`src/rtl/usb_fs_tx_encoder.sv`:
```
// Full-speed USB transmitter: SYNC, NRZI-encoded bit-stuffed payload and EOP on D+/D-.
// All outputs are registered; the line only changes on the bit strobe.
module usb_fs_tx_encoder #(
  parameter int unsigned CLK_DIV = 5
) (
  input  logic       clk,
  input  logic       nreset,
  input  logic [7:0] tx_data,
  input  logic       tx_valid,
  output logic       tx_ready,
  output logic       tx_busy,
  output logic       usb_dp_out,
  output logic       usb_dn_out,
  output logic       usb_oe
);

  localparam int unsigned CntW = (CLK_DIV > 1) ? $clog2(CLK_DIV) : 1;
  localparam logic [CntW-1:0] CntLast = CntW'(CLK_DIV - 1);
  localparam logic [CntW-1:0] CntPre  = CntW'(CLK_DIV - 2);

  typedef enum logic [2:0] {
    StIdle,
    StSync,
    StData,
    StEop1,
    StEop2,
    StEopJ
  } state_e;

  state_e          state_q;
  logic [CntW-1:0] cnt_q;
  logic [7:0]      byte_q;
  logic [2:0]      idx_q;
  logic [2:0]      ones_q;
  logic            dp_q, dn_q, oe_q, ready_q, busy_q;

  logic       strobe, stuff_due, last_bit, load, emit_bit, ready_set;
  logic [2:0] next_idx;

  // idx_q is the data bit most recently put on the line; a stuff bit occupies
  // a bit time without advancing it, which delays the byte boundary.
  always_comb begin
    strobe    = (cnt_q == CntLast);
    stuff_due = (ones_q == 3'd6);
    last_bit  = (idx_q == 3'd7);
    load      = ready_q && tx_valid;
    next_idx  = idx_q + 3'd1;
    emit_bit  = stuff_due ? 1'b0 : (load ? tx_data[0] : byte_q[next_idx]);
    // Ready is registered, so it is raised one cycle ahead of the boundary strobe.
    ready_set = (state_q inside {StSync, StData}) && (cnt_q == CntPre) && last_bit &&
                !stuff_due && tx_valid;
  end

  always_ff @(posedge clk or negedge nreset) begin
    if (!nreset) begin
      state_q <= StIdle;
      cnt_q   <= '0;
      byte_q  <= '0;
      idx_q   <= '0;
      ones_q  <= '0;
      dp_q    <= 1'b1;
      dn_q    <= 1'b0;
      oe_q    <= 1'b0;
      ready_q <= 1'b0;
      busy_q  <= 1'b0;
    end else begin
      ready_q <= ready_set;
      if (state_q == StIdle) begin
        cnt_q <= '0;
      end else begin
        cnt_q <= strobe ? '0 : cnt_q + CntW'(1);
      end
      case (state_q)
        StIdle: begin
          if (tx_valid) begin
            state_q <= StSync;
            oe_q    <= 1'b1;
            busy_q  <= 1'b1;
            byte_q  <= 8'h80;
            idx_q   <= '0;
            ones_q  <= '0;
            // SYNC bit 0 is a zero, so the first symbol is already the toggle to K.
            dp_q    <= 1'b0;
            dn_q    <= 1'b1;
          end
        end
        StSync, StData: begin
          if (strobe) begin
            if (stuff_due || !last_bit || load) begin
              if (emit_bit) begin
                ones_q <= ones_q + 3'd1;
              end else begin
                ones_q <= '0;
                dp_q   <= ~dp_q;
                dn_q   <= ~dn_q;
              end
              if (!stuff_due) begin
                idx_q <= load ? 3'd0 : next_idx;
              end
              if (load) begin
                byte_q  <= tx_data;
                state_q <= StData;
              end
            end else begin
              state_q <= StEop1;
              dp_q    <= 1'b0;
              dn_q    <= 1'b0;
            end
          end
        end
        StEop1: begin
          if (strobe) begin
            state_q <= StEop2;
          end
        end
        StEop2: begin
          if (strobe) begin
            state_q <= StEopJ;
            dp_q    <= 1'b1;
            dn_q    <= 1'b0;
          end
        end
        StEopJ: begin
          if (strobe) begin
            state_q <= StIdle;
            oe_q    <= 1'b0;
            busy_q  <= 1'b0;
          end
        end
        default: state_q <= StIdle;
      endcase
    end
  end

  assign tx_ready   = ready_q;
  assign tx_busy    = busy_q;
  assign usb_dp_out = dp_q;
  assign usb_dn_out = dn_q;
  assign usb_oe     = oe_q;

endmodule

```
`config.mk`:
```
export PLATFORM = sky130hd
export DESIGN_NAME = usb_fs_tx_encoder
export DESIGN_NICKNAME = d
export VERILOG_FILES = /design/src/rtl/usb_fs_tx_encoder.sv
export SDC_FILE = /design/constraint.sdc
export NUM_CORES = 1
export LEC_CHECK = 0
export CORE_MARGIN = 10
export CORE_UTILIZATION = 25
export CTS_CLUSTER_SIZE = 24
export DETAILED_ROUTE_END_ITERATION = 8
export GPL_TIMING_DRIVEN = 1
export PLACE_DENSITY = 0.49
export SLEW_MARGIN = 25
export SYNTH_ARGS = -nofsm -noshare
export SYNTH_HDL_FRONTEND = slang
export SYNTH_SLANG_ARGS = --single-unit
```
`constraint.sdc`:
```
create_clock -name clk -period 2.44 [get_ports clk]
set_clock_uncertainty 0.05 [all_clocks]
set_input_delay 0.488 -clock clk [delete_from_list [all_inputs] [get_ports clk]]
set_output_delay 0.488 -clock clk [all_outputs]
set_load 0.005 [all_outputs]
```
Word-level counts from Yosys, hierarchy flattened
Cells that the tools add are included. Widths: inputs -> output; s select.

Bits in registers: 24. Logic and storage cells: 97.

Add/subtract/negate cells: 3. Order comparisons: 1. Equality and inequality tests: 19. Muxes and demuxes: 42. Bitwise gates (word level): 2. Reductions and logical operators: 21.

Operators by type and width (number): $mux 3 (17); $mux 8 (4); $ne 2x2->1 const B (8); $pmux 8 s2 (1); $eq 3x3->1 const B (5); $pmux 3 s5 (1); $reduce_and 5->1 (3); $mux 1 (13); $pmux 3 s2 (2); $add 3x1->3 const B (3); $eq 3x2->1 const B (3); $ne 3x3->1 const B (2); $pmux 1 s3 (2); $reduce_and 6->1 (1); $reduce_bool 2->1 (3); $logic_and 1x1->1 (5); $lt 3x4->1 const B (1); $reduce_and 4->1 (1); $bmux 1 s3 (1); $eq 3x1->1 const B (1); $logic_not 3->1 (1); $reduce_and 3->1 (1); $reduce_bool 3->1 (1); $logic_not 1->1 (2); other kinds (4) (6).

Depth between registers and ports, before layout
Word-level depth: 9. Gate-level depth with buffers: 8.

Worst setup path before layout
Ideal clock, no wire load.

Path kind: in2reg. From: input port tx_valid. To: register ones_q[2]. Arrival time: 1.693 ns. Required time: 2.272 ns. Setup slack: 0.579 ns. Cell stages on the path: 6. Path buffers: 1. Cell sequence: buf_2 -> or4b_4 -> o31ai_4 -> o21ai_4 -> o21bai_1 -> a21o_1.

Cells in the longest elaborated chain, start to end: 7. Elaborated cells on any way between the ends: 11. Those cells by class: eq/ne: 2; mux: 6; reduce/logical: 3.

Ends and longest elaborated chain: start, declared (line 9) `input logic tx_valid,`; $logic_and 1x1->1 (line 46) `load = ready_q && tx_valid;`; $mux 1 (2 in a row) (line 48) `emit_bit = stuff_due ? 1'b0 : (load ? tx_data[0] : byte_q[next_idx]);`; $mux 3 (line 90) `if (emit_bit) begin`; $mux 3 (line 89) `if (stuff_due || !last_bit || load) begin`; $mux 3 (line 88) `if (strobe) begin`; $pmux 3 s2 (line 73) `case (state_q)`; end signal, assigned (line 91) `ones_q <= ones_q + 3'd1;`; end, declared (line 34) `logic [2:0] ones_q;`.

Several ways; a longest one is shown, not always the timed one. The select of a mux whose other input is x is not followed. A chain may end at the register's enable or synchronous reset.

Worst setup path in the final report
From: register idx_q[0]. To: register dp_q (netlist: usb_dp_out).

Cells in the longest elaborated chain, start to end: 7. Elaborated cells on any way between the ends: 14. Those cells by class: add/sub: 1; eq/ne: 2; mux: 7; reduce/logical: 4.

Ends and longest elaborated chain: start, declared (line 33) `logic [2:0] idx_q;`; start signal, assigned (line 98) `idx_q <= load ? 3'd0 : next_idx;`; $add 3x1->3 or $eq 3x3->1 (tied branches) (line 47, 45); $bmux 1 s3 or $logic_not 1->1 (tied branches) (line 48, 89); $mux 1 (not written as such) or $logic_or 1x1->1 (tied branches) (line 48, 89); $mux 1 or $logic_or 1x1->1 (tied branches) (line 48, 89); $mux 1, on equally long branches (line 48, 89); $ne 3x3->1 (no line) or $mux 1 (tied branches); $reduce_and 5->1 (no line) or $pmux 1 s3 (tied branches); end signal, assigned (line 94) `dp_q <= ~dp_q;`; end, declared (line 35) `logic dp_q, dn_q, oe_q, ready_q, busy_q;`.

Several ways; a longest one is shown, not always the timed one. The select of a mux whose other input is x is not followed.

==> run summary <==
R2R Setup Slk - 0.26 ns
Row count - 27
Final period util - 89.23%
I/O pins - 16
Dominant cell type by area after synthesis - dfrtp_1
Vias in the first global route - 1115
Synthesized area per cell - 9.170 µm²
Post-DRT Antenna Nets - 0
Core area - 5608 µm²
Hold Buf Count CTS - 0
EDFF count, synth - 0
Max layer used - met4
Register-to-Register Path Depth - 7
Slew @ Worst Pin - 0.6284 ns
Area Overhead vs Synth - 18.81%
Clk sink count - 24
Final slew viol count - 0
Crit. End Element - register
Worst path required time - 2.59 ns
All-Layer GR Usage - 7.251%
Clk root buf - clkbuf_8
Async SR Flop Fraction - 100.0%
Initial antenna violation count - 0
Post-Synthesis Cells - 161
Die X - 96.85 µm
Critical Path AT - 2.33 ns
Setup TNS - 0 ns
CTS resizes - 0
Port Buffers - 15
Die area - 9380 µm²
Final Worst Setup Slack - 0.2628 ns
Worst Path Max Fanout - 5
Routed wl met3 - 71 µm
Hold Startpoint - cnt_q[0]
Synth unique cells - 49
DR pass1 iterations - 4
Metal2 WL - 1514 µm
Nets - 195
Minimum clock period - 2.177 ns
Vias - 1167
Synth top area share - 38.98%
#FFs+latches synth - 24
DR WL/cell - 13.53 µm
# Max-Cap Violations - 0
RSZ-0062 raised after global routing - false
Skew-Pair Late Insertion Delay - 0.27 ns
Drc violations - 0
Setup-failing EPs final - 0
Most common cell in the netlist - nand2_1
Cts bufs inserted - 3
Post-synthesis sequential area ratio - 40.76%
Post-DP HPWL - 2450 µm
Pwr dens - 1050 nW/µm²
Drt first-iter violations - 100
Pre-CTS setup slack - 0.2018 ns
Worst flop-to-flop path endpoint - usb_dp_out
R2R Path Start - idx_q[0]
CTS tree - built
Slew HR - 57.98%
DR vias/cell - 4.706
Layout cell share with drive strength beyond 1 - 11.93%
Commonest cells in the netlist - 24 x nand2_1, 23 x dfrtp_1, 14 x o21ai_0, 10 x nor2_1
Worst Setup Start Kind - register
CTS Buffer Depth - 2
Routed length on met1 - 1698 µm
WL final - 3355 µm
GPL Wtd Cong - 0.7781
Filler cell count - 627
Net count after synthesis - 179
Post-Synthesis Cell Area - 1476 µm²
Leading post-synthesis cells by cell area - dfrtp_1 39%, nand2_1 6.1%, ha_1 5.9%
Critical path class - register to register
Hold Path Depth - 1
Hold worst-path end - cnt_q[0]
Post-CTS setup buffer count - 0
Pin count of the biggest net entering global routing - 25
Static leakage - 0.7570 nW
Outcome - completed
Worst-path clk slew - 0.09 ns
Final hold viol count - 0
Aggregate global routing overflow - 0
Die height - 96.85 µm
Top_reg_cell synth - dfrtp_1
Initial core utilization - 26.33%
First-pass GRT wire length - 5740 µm
Synth warnings - 0
VDD IR-drop max - 329.7 µV
Fmax achieved - 459.3 MHz
H-tree depth - 1
Worst Hold Class - register to register
ANT cells - 0
-- worst max-delay path, cell delays in order (launching register included) --
cell	delay [ns]
dfrtp_1	0.39
ha_1	0.20
ha_1	0.34
nor2b_1	0.16
a22oi_1	0.26
a21boi_0	0.17
o21ai_0	0.31
a2bb2oi_1	0.22
-- layout make-up --
cell class	count	area, µm²	share of cell area [%]
Multi-Input combinational cell	120	785.8	44.79
Sequential cell	24	601.8	34.31
Timing Repair Buffer	21	195.2	11.13
Tap cell	72	90.09	5.136
Clock buffer	4	55.05	3.138
Inverter	7	26.28	1.498
-- report_power, final --
group          internal, mW  switching (mW)
clock                 0.144           0.136
combinational         0.404           0.537
sequential            0.507           0.113
total                  1.06           0.787
-- worst max path at each step --
| stage | from | endpoint | slack (ns) | cells after the start |
|---|---|---|---|---|
| after floorplan | tx_valid | ones_q[2] | 0.58 | 6 |
| after global placement | tx_valid | ones_q[2] | 0.21 | 6 |
| after detailed placement | tx_valid | ones_q[2] | 0.20 | 6 |
| after CTS | idx_q[0] | usb_dp_out | 0.28 | 7 |
| after global routing | idx_q[0] | usb_dp_out | 0.17 | 7 |
| final | idx_q[0] | usb_dp_out | 0.26 | 7 |
-- metrics by stage --
stage / utilization (%) / power [mW] / instances / hold WS, ns / area (µm²)
3_5_place_dp: 30.30 / 1.568 / 244 / 0.4033 / 1699
6_report: 31.28 / 1.843 / 248 / 0.4141 / 1754
2_1_floorplan: - / 1.328 / 161 / 0.1424 / 1476
4_1_cts: 31.28 / 1.850 / 248 / 0.4156 / 1754
5_1_grt: 31.28 / 2.009 / 248 / 0.4404 / 1754
3_3_place_gp: 30.30 / 1.565 / 244 / 0.4082 / 1699
-- state kept, by name (all words and copies together), names as in the netlist --
name	flops
ones_q	3
idx_q	3
usb_dn_out	1
state_q	3
usb_dp_out	1
tx_busy	1
tx_ready	1
cnt_q	3
byte_q	8
-- cell usage in the layout, fill, tap and decap left out, types with 3 or more instances in the layout --
| cell type | count |
|---|---|
| nand2_1 | 24 |
| mux2i_1 | 3 |
| a21oi_1 | 6 |
| dfrtp_1 | 23 |
| nor3_1 | 5 |
| a21o_1 | 3 |
| nand3_1 | 5 |
| nor2_1 | 10 |
| clkdlybuf4s50_1 | 15 |
| nor2b_1 | 3 |
| ha_1 | 7 |
| inv_1 | 7 |
| o21ai_0 | 14 |
| buf_4 | 6 |
| and2_1 | 3 |
| clkbuf_8 | 4 |
-- per-layer routing --
| metal | track usage [%] | up-vias |
|---|---|---|
| met5 | 0 | - |
| met3 | 1.207 | 5 |
| met1 | 9.696 | 553 |
| met2 | 10.69 | 12 |
| met4 | 4.059 | 0 |
| li1 | - | 597 |
-- cell families (layout without fill, tap and decap cells) --
group	Yosys count	after routing	synth area share, %
multiplexers	4	4	2.797
AO/OA/AOI/OAI	45	45	21.87
adder cells (fa/ha/maj)	7	7	5.932
AND/OR/NAND/NOR	62	62	21.44
flip-flops	24	24	40.76
buffers and inverters	17	32	6.017
XOR/XNOR	2	2	1.187
(Power assumes the default switching activity.)
==> variant 1, RTL diff (config.mk and constraints unchanged) <==
Set the parameter `CLK_DIV` to 10 (it was 5).
--- a/src/rtl/usb_fs_tx_encoder.sv
+++ b/src/rtl/usb_fs_tx_encoder.sv
@@ -2,5 +2,5 @@
 // All outputs are registered; the line only changes on the bit strobe.
 module usb_fs_tx_encoder #(
-  parameter int unsigned CLK_DIV = 5
+  parameter int unsigned CLK_DIV = 10
 ) (
   input  logic       clk,
Function: changed (a bounded check fails within 10 cycles, from zero or initial values and one cycle with nreset low).
==> variant 1 against the original RTL <==
- worst setup slack worse by 0.15 ns
- die area grew 2.8%
- wire length grew 3.9%
- final area up 5.1%
- synthesized area up 3.6%
- clock power is 2% lower
- power is 2.3% higher
- sequential cell count up 1
==> variant 1: results (changes against the original RTL) <==
| Metric | Value |
|---|---|
| Synth area leaders | `dfrtp_1, ha_1, a22o_1 (was dfrtp_1, nand2_1, ha_1)` |
| Clock buf/inv share | `2.72% (was 3.14%)` |
| Lkg Pwr | `0.000786 uW (was 0.000757 uW)` |
| Slowest CP cell | `or3_4 (was dfrtp_1)` |
| Met3 Routed Length | `137 um (was 71 um)` |
| Non-clock buffers | `24 (was 21)` |
| DRT iter0 DRCs | `64 (was 100)` |
| Fraction of area in multi-input gates | `44.9% (was 44.8%)` |
| Share of layout cells above drive strength 1 | `15.4% (was 11.9%)` |
| Max_slew headroom | `62.7% (was 58.0%)` |
| XOR/XNOR Fraction of Synth Area | `2.78% (was 1.19%)` |
| Met1 WL | `1810 um (was 1700 um)` |
| First-pass GRT wire length | `5980 um (was 5740 um)` |
| GRT Total Usage | `7.31% (was 7.25%)` |
| Status | `finished clean (unchanged)` |
| Clk power | `275 uW (was 280 uW)` |
| Routed WL per cell | `13.9 um (was 13.5 um)` |
| Crit path required time | `2.56 ns (was 2.59 ns)` |
| CP peak stage delay | `0.42 ns (was 0.39 ns)` |
| Peak supply drop | `0.335 mV (was 0.330 mV)` |
| Top cells by count, synth | `dfrtp_1, nand2_1, nor2_1 (was nand2_1, dfrtp_1, o21ai_0, nor2_1)` |
| Final wirelength | `3490 um (was 3360 um)` |
| Vias per cell | `4.72 (was 4.71)` |
| HPWL Detailed | `2560 um (was 2450 um)` |
| Rows | `28 (was 27)` |
| Buffering overhead | `11.8% (was 11.1%)` |
| Metal2 WL | `1530 um (was 1510 um)` |
| #MultiIn Comb | `115 (was 120)` |
| Placed cell areas | `1790 um2 (was 1700 um2)` |
| Register Area | `627 um2 (was 602 um2)` |
| M2 GR Usage | `11.1% (was 10.7%)` |
| Compound-Gate Fraction of Synth Area | `20.5% (was 21.9%)` |
| Adder-Cell Fraction of Synth Area | `5.73% (was 5.93%)` |
-- variant 1: cell count changes after synthesis, moves of 3 or more --
cell,delta
a22o_1,+6
nor3_1,-3
nand2_1,-8
o21ai_0,-10
mux2i_1,+3
-- variant 1: path summary, 6_finish.rpt --
kind,slack [ns],endpoint,start
hold reg to reg,0.46,byte_q[1]$_DFFE_PN0P_,byte_q[1]$_DFFE_PN0P_
setup reg to reg,0.11,usb_dn_out$_DFFE_PN0P_,idx_q[0]$_DFFE_PN0P_
hold / removal,0.46,byte_q[1]$_DFFE_PN0P_,byte_q[1]$_DFFE_PN0P_
max in group asynchronous,1.52,usb_dp_out$_DFFE_PN1P_,nreset
setup / recovery,0.11,usb_dn_out$_DFFE_PN0P_,idx_q[0]$_DFFE_PN0P_
min in group asynchronous,0.52,idx_q[2]$_DFFE_PN0P_,nreset
==> variant 2, RTL diff (same flow settings) <==
Made on the original files. Reset style: synchronous (`nreset`), changed in one clocked block.
--- a/src/rtl/usb_fs_tx_encoder.sv
+++ b/src/rtl/usb_fs_tx_encoder.sv
@@ -52,5 +52,5 @@
   end
 
-  always_ff @(posedge clk or negedge nreset) begin
+  always_ff @(posedge clk) begin
     if (!nreset) begin
       state_q <= StIdle;
Behaviour: differs if nreset is asserted again (counterexample within 4 cycles, from zero or initial values and one cycle with nreset low); with nreset held inactive, the same outputs for 10 cycles.
==> variant 2 against the original RTL <==
- wire length barely moved
- final area fell by 1.1%
- worst setup slack improved by 0.019 ns
- cell count up 4.8%
- critical endpoint is now ones_q[2]$_SDFFE_PN0P_
- sequential cell count unchanged
- die area fell by 1.8%
- maximum frequency is 0.89% higher
- critical path type unchanged
- synthesized area shrank 2.3%
- count of clock-buffer cells in the layout shrank 1
- first-iteration DRC count decreased by 8.0%
- sequential share of layout area shrank 6.6 points
Power is not compared: it rests on default switching activity, and its combinational part moved more than twofold at a synthesized area within 25%.
==> variant 2: results (changes against the original RTL) <==
| Metric | Value |
|---|---|
| Register Area | `480 um2 (was 602 um2)` |
| CP top delay family | `simple AND/OR/NAND/NOR gates (was compound AO/OA/AOI/OAI gates)` |
| Worst hold start | `cnt_q[0]$_SDFF_PP0_ (was cnt_q[0]$_DFF_PN0_)` |
| Routability cong. | `0.808 (was 0.778)` |
| Status | `finished clean (unchanged)` |
| DR vias | `1264 (was 1167)` |
| Placed Cells incl. Taps | `256 (was 244)` |
| #MultiIn Comb | `127 (was 120)` |
| Inverter count | `12 (was 7)` |
| GRT Total Usage | `7.88% (was 7.25%)` |
| Vias in the first global route | `1225 (was 1115)` |
| Synth Instances | `174 (was 161)` |
| Non-clock buffers | `21 (unchanged)` |
| Lkg Pwr | `0.000603 uW` |
| First-pass GRT wire length | `5800 um (was 5740 um)` |
| R2R Setup Slk | `0.28 ns (was 0.26 ns)` |
| FFs w/ async S/R, synth | `0% (was 100%)` |
| Worst Setup SP | `state_q[1]$_SDFFE_PN0P_ (was idx_q[0]$_DFFE_PN0P_)` |
| CP endpoint | `ones_q[2]$_SDFFE_PN0P_ (was usb_dp_out$_DFFE_PN1P_)` |
| Drt first pass iters | `4 (unchanged)` |
| Top cells by count, synth | `dfxtp_1, nor2_1, nand2_1, inv_1, a21oi_1 (was nand2_1, dfrtp_1, o21ai_0, nor2_1)` |
| Vias per cell | `4.86 (was 4.71)` |
| HPWL Detailed | `2570 um (was 2450 um)` |
| Clock Pin Slew Worst Setup and Hold Paths | `0.09 ns (about the same)` |
| Routed WL per cell | `12.9 um (was 13.5 um)` |
| Max reg flops | `8 (unchanged)` |
| Hold/Removal Path Class | `register to register (unchanged)` |
| Final #Nets | `207 (was 195)` |
| Synth area leaders | `dfxtp_1, ha_1, nor2_1 (was dfrtp_1, nand2_1, ha_1)` |
| Layout fillers | `619 (was 627)` |
| PortBufs | `15 (unchanged)` |
| Area taken by multi-input logic gates | `838 um2 (was 786 um2)` |
| Endpoint, Worst Hold | `cnt_q[0]$_SDFF_PP0_ (was cnt_q[0]$_DFF_PN0_)` |
| Slowest CP cell | `dfxtp_1 (was dfrtp_1)` |
| Crit path max fanout | `19 (was 5)` |
| Worst slew pin tran | `0.710 ns (was 0.628 ns)` |
| YS warnings | `0 (unchanged)` |
| Clock buf/inv share | `4.11% (was 3.14%)` |
| TritonCTS Buffers | `3 (unchanged)` |
| Share of layout cells above drive strength 1 | `9.57% (was 11.9%)` |
| Initial antenna violation count | `0 (unchanged)` |
| CP peak stage delay | `0.79 ns (was 0.39 ns)` |
| Syn Nets | `192 (was 179)` |
| Buffering overhead | `11.3% (was 11.1%)` |
| Largest net degree at the start of global routing | `21 (was 25)` |
| R2R cell count | `5 (was 7)` |
| DRT iter0 DRCs | `92 (was 100)` |
| Seq Cell Count | `24 (unchanged)` |
| Library cells used by synthesis | `47 (was 49)` |
| Sequential-to-total area share from yosys stat | `33.3% (was 40.8%)` |
==> variant 2: cell types whose count changed after synthesis, moves of 5 or more <==
cell | unedited run | this run
dfrtp_1 | 23 | 0
dfxtp_1 | 0 | 24
a22oi_1 | 2 | 8
o21ai_1 | 1 | 6
nor2_1 | 10 | 19
nand2_1 | 24 | 13
o21ai_0 | 14 | 4
==> variant 2: through the flow <==
step           power [uW]  hold slack, ns  worst slack (ns)  instance area (um2)
2_1_floorplan         606           0.367             0.439                 1440
3_3_place_gp          696           0.385             0.118                 1660
3_5_place_dp          693           0.388             0.110                 1660
4_1_cts              1050           0.411             0.304                 1730
5_1_grt              1100           0.437             0.101                 1730
6_report             1040           0.408             0.282                 1730
==> variant 2: power by group <==
part / switching, uW / internal [uW] / leakage [uW] / total [uW]
sequential: 34.0 / 414 / 0.000195 / 448
combinational: 115 / 117 / 0.000372 / 232
clock: 136 / 219 / 0.0000357 / 356
==> variant 2: cell families after synthesis <==
| group | Yosys count | synth area share (%) |
|---|---|---|
| XOR/XNOR | 2 | 1.21 |
| buffers and inverters | 23 | 8.59 |
| adder cells (fa/ha/maj) | 8 | 6.76 |
| flip-flops | 24 | 33.3 |
| multiplexers | 7 | 5.72 |
| AND/OR/NAND/NOR | 70 | 25.7 |
| AO/OA/AOI/OAI | 40 | 18.7 |
==> variant 2: per-layer routing <==
layer	up-vias	share of wire, %	global-route usage (%)
li1	651	-	-
met1	592	51	10.2
met2	19	43	12.1
met3	2	4.6	2.02
met4	0	1.3	3.56
met5	-	0	0
==> variant 2: worst register-to-register path, delay by kind of cell, from the launching register on <==
kind | cells | cell delay, ns
AND/OR/NAND/NOR | 3 | 0.90
flip-flops | 1 | 0.79
AO/OA/AOI/OAI | 2 | 0.35
